File: src/rtl/muldiv_unit.sv
`default_nettype none
// ============================================================================
// Module      : muldiv_unit
// Description : Iterative HI/LO multiply/divide unit for a MIPS-style pipeline.
//               MULT/MULTU use radix-2 shift-add, DIV/DIVU use a restoring
//               divider. Both run on operand magnitudes for exactly WIDTH
//               iterations, with sign correction applied at write-back.
//               MTHI/MTLO write HI/LO directly while the unit is idle.
//               MFHI/MFLO are read combinationally through rd_data.
// Ports       : clk, resetn (async, active-low)
//               op, funct, valid, cancel, rs_data, rt_data  - instruction in
//               rd_data                                     - MFHI/MFLO result
//               hi, lo                                      - architectural HI/LO
//               stall, busy, done                           - pipeline handshake
// Revision    : 1.0 - initial release
// ============================================================================
module muldiv_unit #(
    parameter int WIDTH = 32,
    parameter int CNT_W = $clog2(WIDTH) + 1
) (
    input  logic             clk,
    input  logic             resetn,
    input  logic [5:0]       op,
    input  logic [5:0]       funct,
    input  logic             valid,
    input  logic             cancel,
    input  logic [WIDTH-1:0] rs_data,
    input  logic [WIDTH-1:0] rt_data,
    output logic [WIDTH-1:0] rd_data,
    output logic [WIDTH-1:0] hi,
    output logic [WIDTH-1:0] lo,
    output logic             stall,
    output logic             busy,
    output logic             done
);

    localparam logic [5:0] FUNCT_MFHI  = 6'b010000;
    localparam logic [5:0] FUNCT_MTHI  = 6'b010001;
    localparam logic [5:0] FUNCT_MFLO  = 6'b010010;
    localparam logic [5:0] FUNCT_MTLO  = 6'b010011;
    localparam logic [5:0] FUNCT_MULT  = 6'b011000;
    localparam logic [5:0] FUNCT_MULTU = 6'b011001;
    localparam logic [5:0] FUNCT_DIV   = 6'b011010;
    localparam logic [5:0] FUNCT_DIVU  = 6'b011011;

    typedef enum logic [1:0] {
        IDLE = 2'd0,
        CALC = 2'd1,
        DONE = 2'd2
    } state_t;

    state_t state;
    state_t next_state;

    // ---------------- decode ----------------
    logic is_special, is_mul, is_div, is_md, is_mthi, is_mtlo, signed_op;
    assign is_special = valid && (op == 6'b000000);
    assign is_mul     = is_special && ((funct == FUNCT_MULT) || (funct == FUNCT_MULTU));
    assign is_div     = is_special && ((funct == FUNCT_DIV)  || (funct == FUNCT_DIVU));
    assign is_md      = is_mul || is_div;
    assign is_mthi    = is_special && (funct == FUNCT_MTHI);
    assign is_mtlo    = is_special && (funct == FUNCT_MTLO);
    // The signed variants are the even funct codes.
    assign signed_op  = ~funct[0];

    always_comb begin
        rd_data = '0;
        if (is_special && (funct == FUNCT_MFHI)) rd_data = hi;
        if (is_special && (funct == FUNCT_MFLO)) rd_data = lo;
    end

    // ---------------- operand magnitudes at acceptance ----------------
    logic             rs_neg, rt_neg;
    logic [WIDTH-1:0] rs_mag, rt_mag;
    assign rs_neg = signed_op && rs_data[WIDTH-1];
    assign rt_neg = signed_op && rt_data[WIDTH-1];
    assign rs_mag = rs_neg ? (~rs_data + 1'b1) : rs_data;
    assign rt_mag = rt_neg ? (~rt_data + 1'b1) : rt_data;

    // ---------------- latched operation context ----------------
    logic             md_div;     // 1: divide, 0: multiply
    logic             neg_res;    // negate product / quotient
    logic             neg_rem;    // negate remainder (dividend sign)
    logic             div_zero;
    logic [WIDTH-1:0] rs_hold;    // raw dividend, returned in HI on divide-by-zero
    logic [WIDTH-1:0] opnd;       // multiplicand or divisor magnitude
    logic [WIDTH-1:0] acc_hi;     // partial product high half / partial remainder
    logic [WIDTH-1:0] acc_lo;     // multiplier bits / dividend bits -> quotient
    logic [CNT_W-1:0] cnt;

    // ---------------- one iteration step ----------------
    logic [WIDTH:0]   mul_sum;
    logic [WIDTH-1:0] mul_hi_n, mul_lo_n;
    logic [WIDTH:0]   div_shift;
    logic             div_ge;
    logic [WIDTH-1:0] div_diff, div_hi_n, div_lo_n;
    logic [WIDTH-1:0] step_hi, step_lo;

    assign mul_sum   = {1'b0, acc_hi} + (acc_lo[0] ? {1'b0, opnd} : '0);
    assign mul_hi_n  = mul_sum[WIDTH:1];
    assign mul_lo_n  = {mul_sum[0], acc_lo[WIDTH-1:1]};

    // The partial remainder is always below the divisor, so after a
    // successful subtract the difference fits in WIDTH bits.
    assign div_shift = {acc_hi, acc_lo[WIDTH-1]};
    assign div_ge    = (div_shift >= {1'b0, opnd});
    assign div_diff  = div_shift[WIDTH-1:0] - opnd;
    assign div_hi_n  = div_ge ? div_diff : div_shift[WIDTH-1:0];
    assign div_lo_n  = {acc_lo[WIDTH-2:0], div_ge};

    assign step_hi   = md_div ? div_hi_n : mul_hi_n;
    assign step_lo   = md_div ? div_lo_n : mul_lo_n;

    // ---------------- sign-corrected result ----------------
    // Most-negative / -1 needs no special path: |MIN| / 1 = MIN, and
    // negating MIN yields MIN again, with a zero remainder.
    logic [2*WIDTH-1:0] prod, prod_fix;
    logic [WIDTH-1:0]   res_hi, res_lo;
    assign prod     = {step_hi, step_lo};
    assign prod_fix = neg_res ? (~prod + 1'b1) : prod;

    always_comb begin
        res_hi = prod_fix[2*WIDTH-1:WIDTH];
        res_lo = prod_fix[WIDTH-1:0];
        if (md_div) begin
            res_lo = neg_res ? (~step_lo + 1'b1) : step_lo;
            res_hi = neg_rem ? (~step_hi + 1'b1) : step_hi;
            if (div_zero) begin
                res_lo = '1;
                res_hi = rs_hold;
            end
        end
    end

    logic calc_last;
    assign calc_last = (cnt == CNT_W'(WIDTH - 1));

    // ---------------- FSM ----------------
    always_ff @(posedge clk or negedge resetn) begin
        if (!resetn) state <= IDLE;
        else         state <= next_state;
    end

    always_comb begin
        next_state = state;
        stall      = 1'b0;
        busy       = 1'b0;
        done       = 1'b0;
        case (state)
            IDLE: begin
                if (is_md && !cancel) begin
                    next_state = CALC;
                    stall      = 1'b1;
                end
            end
            CALC: begin
                stall = 1'b1;
                busy  = 1'b1;
                if (cancel)         next_state = IDLE;
                else if (calc_last) next_state = DONE;
            end
            DONE: begin
                busy       = 1'b1;
                done       = 1'b1;
                next_state = IDLE;
            end
            default: next_state = IDLE;
        endcase
    end

    // ---------------- datapath ----------------
    always_ff @(posedge clk or negedge resetn) begin
        if (!resetn) begin
            hi       <= '0;
            lo       <= '0;
            md_div   <= 1'b0;
            neg_res  <= 1'b0;
            neg_rem  <= 1'b0;
            div_zero <= 1'b0;
            rs_hold  <= '0;
            opnd     <= '0;
            acc_hi   <= '0;
            acc_lo   <= '0;
            cnt      <= '0;
        end else begin
            case (state)
                IDLE: begin
                    cnt <= '0;
                    if (!cancel) begin
                        if (is_md) begin
                            md_div   <= is_div;
                            neg_res  <= rs_neg ^ rt_neg;
                            neg_rem  <= rs_neg;
                            div_zero <= (rt_data == '0);
                            rs_hold  <= rs_data;
                            acc_hi   <= '0;
                            opnd     <= is_div ? rt_mag : rs_mag;
                            acc_lo   <= is_div ? rs_mag : rt_mag;
                        end
                        if (is_mthi) hi <= rs_data;
                        if (is_mtlo) lo <= rs_data;
                    end
                end
                CALC: begin
                    if (!cancel) begin
                        acc_hi <= step_hi;
                        acc_lo <= step_lo;
                        cnt    <= cnt + 1'b1;
                        if (calc_last) begin
                            hi <= res_hi;
                            lo <= res_lo;
                        end
                    end
                end
                default: ;
            endcase
        end
    end

endmodule
`default_nettype wire
File: config.mk
export PLATFORM = sky130hd
export DESIGN_NAME = muldiv_unit
export DESIGN_NICKNAME = d
export VERILOG_FILES = /design/src/rtl/muldiv_unit.sv
export SDC_FILE = /design/constraint.sdc
export NUM_CORES = 1
export LEC_CHECK = 0
export ABC_AREA = 1
export BUFFER_PORTS_ARGS = -buffer_cell sky130_fd_sc_hd__buf_2
export CELL_PAD_IN_SITES_DETAIL_PLACEMENT = 0
export CELL_PAD_IN_SITES_GLOBAL_PLACEMENT = 2
export CORE_ASPECT_RATIO = 1.25
export CORE_UTILIZATION = 36
export CTS_BUF_LIST = sky130_fd_sc_hd__clkbuf_2 sky130_fd_sc_hd__clkbuf_4 sky130_fd_sc_hd__clkbuf_8
export CTS_CLUSTER_SIZE = 25
export DETAILED_ROUTE_END_ITERATION = 12
export PLACE_DENSITY = 0.88
export SLEW_MARGIN = 20
export SYNTH_ARGS = -nofsm -noshare
export SYNTH_HDL_FRONTEND = slang
export SYNTH_SLANG_ARGS = --single-unit
export TNS_END_PERCENT = 50
File: constraint.sdc
create_clock -name clk -period 5.3 [get_ports clk]
set_input_delay 0.265 -clock clk [delete_from_list [all_inputs] [get_ports clk]]
set_output_delay 0.265 -clock clk [all_outputs]
set_load 0.005 [all_outputs]
==> reports/metrics.cfg <==
[status]
status = complete, no violations

[synth]
synth_cell_types = 60
avgSynthCellArea_um2 = 5.89
synth_edf_count = 0
synthesis.instances = 3565
synthArstFlopShare = 1.00
synth_area_mm2 = 0.0210
syn_nets = 3719
synth_seq_cells = 204
synth_ff_type = dfrtp_1
synth-seq-area-share = 0.243
synth_warnings = 0

[sta]
relSlewSlack = 0.361
post-route-period-util = 0.907
rsz0062_at_grt = no
setup_viol = 0
period_minus_slack_ns = 4.80
hold_violations = 0
skew_ns = 0.0374
drv_slew = 0
fmax_ghz = 0.208
setup_tns_ns = 0
worst_slew_pin_slew_ns = 0.956

[critical_path]
reg2reg_slack_ns = 0.50
cp_slowest_cell = dfrtp_1
worstSetupEndpointType = flop
cp_common_cell = inv_1
worstPathArrival_ns = 5.37
startpoint_type = flop
slowest_delay_ns = 0.46
cp_data_required_time_ns = 5.86
critical_path_class = flop to flop
crit_path_max_fanout = 6

[placed_design]
port_buffers = 178
dpl.hpwl_um = 84100
globalplace.congestion = 0.990
dpl.cell_count = 4408

[clock_network]
clk_pin_slew_ns = 0.07
cts_resized = 0
clk-insertion-delay-late_ns = 0.66
root_buffer = clkbuf_8
cts_tree = built
post_cts_buffers = 0
numCtsBuffers = 41
cts.path.max_buffers = 3
cts.sinks = 204
ctsHtreeMaxLevel = 2

[route]
first_iter_violations = 2176
drc = 0
detail_route.first_pass.iterations = 8
drtAntennaViolNets = 0
via_count = 24472
via_per_inst = 5.44
routed_wl_um = 105000
wire_per_inst_um = 23.2

[global_route]
grt_max_degree = 95
grt_usage = 0.350
overflow = 0
antenna_found_initial = 4
grt_pass1_vias = 23627
grt_pass1_wl_um = 153000

[final_layout]
drive_gt1_frac = 0.110
finalNonFillerCells = 4501
nNetsFinal = 3873
fill_cells = 6526
final_common_cell = nand2_1
multi_input_area_mm2 = 0.0134
syn2layout_area_growth_pct = 13.5
seqCellArea_mm2 = 0.00511
mostFrequentLayoutCells = nand2_1 (1,008), inv_1 (516), nor2_1 (422)

[power_and_ir_drop]
p_per_area_mw_per_mm2 = 212
power.leakage_uw = 0.0129
vdd_drop_max_v = 0.000168
p_total_uw = 5050

[floorplanning]
start_util = 0.366
io_pins = 179
row_count = 98
die_w_um = 218
fp.coreArea_mm2 = 0.0574
dieArea_mm2 = 0.0593
die_h_um = 272

[min_path]
hold_path_class = input port to flop

[flow_run]
cap_violations = 0

cells by family (layout without fill, tap and decap cells):
group | count (synthesis) | count (layout) | share of synthesized area
AOI/OAI and AO/OA | 620 | 620 | 0.165
DFF | 204 | 204 | 0.243
buffers and inverters | 665 | 850 | 0.123
adders and majority gates | 74 | 74 | 0.0448
other | 0 | 1 | 0
muxes | 10 | 10 | 0.00476
and+or+nand+nor | 1902 | 1902 | 0.383
xor gates and xnor gates | 90 | 90 | 0.0375
per-layer routing:
metal  up-vias  track usage  share of wire
met1     11439        0.423           0.40
met5         -            0        0.00023
met4         4        0.225          0.072
met3       276       0.0377          0.058
li1      11756            -              -
met2       997        0.590           0.47
critical path: cells and delay by family, from the launching register on:
kind / cells / cell delay, ns
buf+inv: 8 / 0.71
fa+ha+maj: 2 / 0.53
compound gates: 3 / 0.63
flops: 1 / 0.46
simple gates: 18 / 2.35
cell type report:
class                   count  share of cell area
multi-input cells        2696               0.561
flip-flops and latches    204               0.214
inverters                 529              0.0833
repair buffers            247              0.0619
well taps                 750              0.0394
clock buffers              66              0.0355
clock inverters             8             0.00478
diodes                      1            0.000105
path summary, 6_finish.rpt:
check / start / to / cells after the start
setup / recovery: opnd[15] / hi[4] / 31
hold / removal: rt_data[30] / div_zero / 4
setup reg to reg: opnd[15] / hi[4] / 31
hold reg to reg: cnt[0] / cnt[0] / 1
max in group asynchronous: resetn / neg_res / 3
min in group asynchronous: resetn / acc_hi[31] / 2
sequential cells by signal, indices dropped and copies added (netlist names):
name and flops:
neg_rem 1, md_div 1, hi 32, opnd 32, cnt 6, neg_res 1
acc_hi 32, state 2, acc_lo 32, lo 32, div_zero 1, rs_hold 32
metrics by stage:
step | setup slack [ns] | hold WS (ns) | cell area, µm² | utilization
after floorplan | 1.68 | -0.0306 | 21000 | -
after global placement | 0.688 | 0.241 | 22700 | 0.395
after detailed placement | 0.663 | 0.242 | 22700 | 0.395
after CTS | 0.625 | 0.00338 | 23800 | 0.415
after global routing | 0.116 | 0.0386 | 23800 | 0.415
final | 0.495 | 0.0337 | 23800 | 0.415
report_power, final:
group / leakage, µW / switching [µW] / internal [µW] / total (µW)
clock network: 0.000502 / 852 / 1120 / 1970
registers: 0.00228 / 208 / 1730 / 1940
logic: 0.0101 / 757 / 391 / 1150
total: 0.0129 / 1820 / 3240 / 5050
synthesized netlist by cell type, types with 5 or more instances:
library cell,n,area share
inv_2,6,0.0011
nand4_1,40,0.012
a21oi_2,6,0.0025
ha_1,72,0.043
o21ai_2,5,0.0021
nor2_2,24,0.0071
mux2i_1,10,0.0048
buf_1,11,0.0020
xnor2_1,19,0.0079
nand3b_1,7,0.0025
clkinv_1,7,0.0013
buf_2,22,0.0052
nand2_1,1009,0.18
o21a_1,5,0.0018
a31oi_1,28,0.0083
o31ai_1,7,0.0025
o21ai_1,16,0.0038
o22ai_1,33,0.0098
dfrtp_1,204,0.24
o21ai_0,270,0.064
nand2_2,24,0.0071
nand3_1,285,0.068
nor4_1,11,0.0033
o221ai_1,17,0.0071
or2_2,8,0.0024
inv_1,516,0.092
a21oi_1,188,0.045
nor2_1,422,0.075
nand3_2,13,0.0062
clkbuf_1,96,0.017
nor3_1,40,0.0095
xor2_1,71,0.030
o211ai_1,26,0.0093
nand2_4,5,0.0027
timing repair:
item,CTS,global route
hold buffers,18,0
hold endpoints to repair,65,0
endpoints found under the setup margin,0,0
No activity file was read; power rests on OpenSTA's default activity.
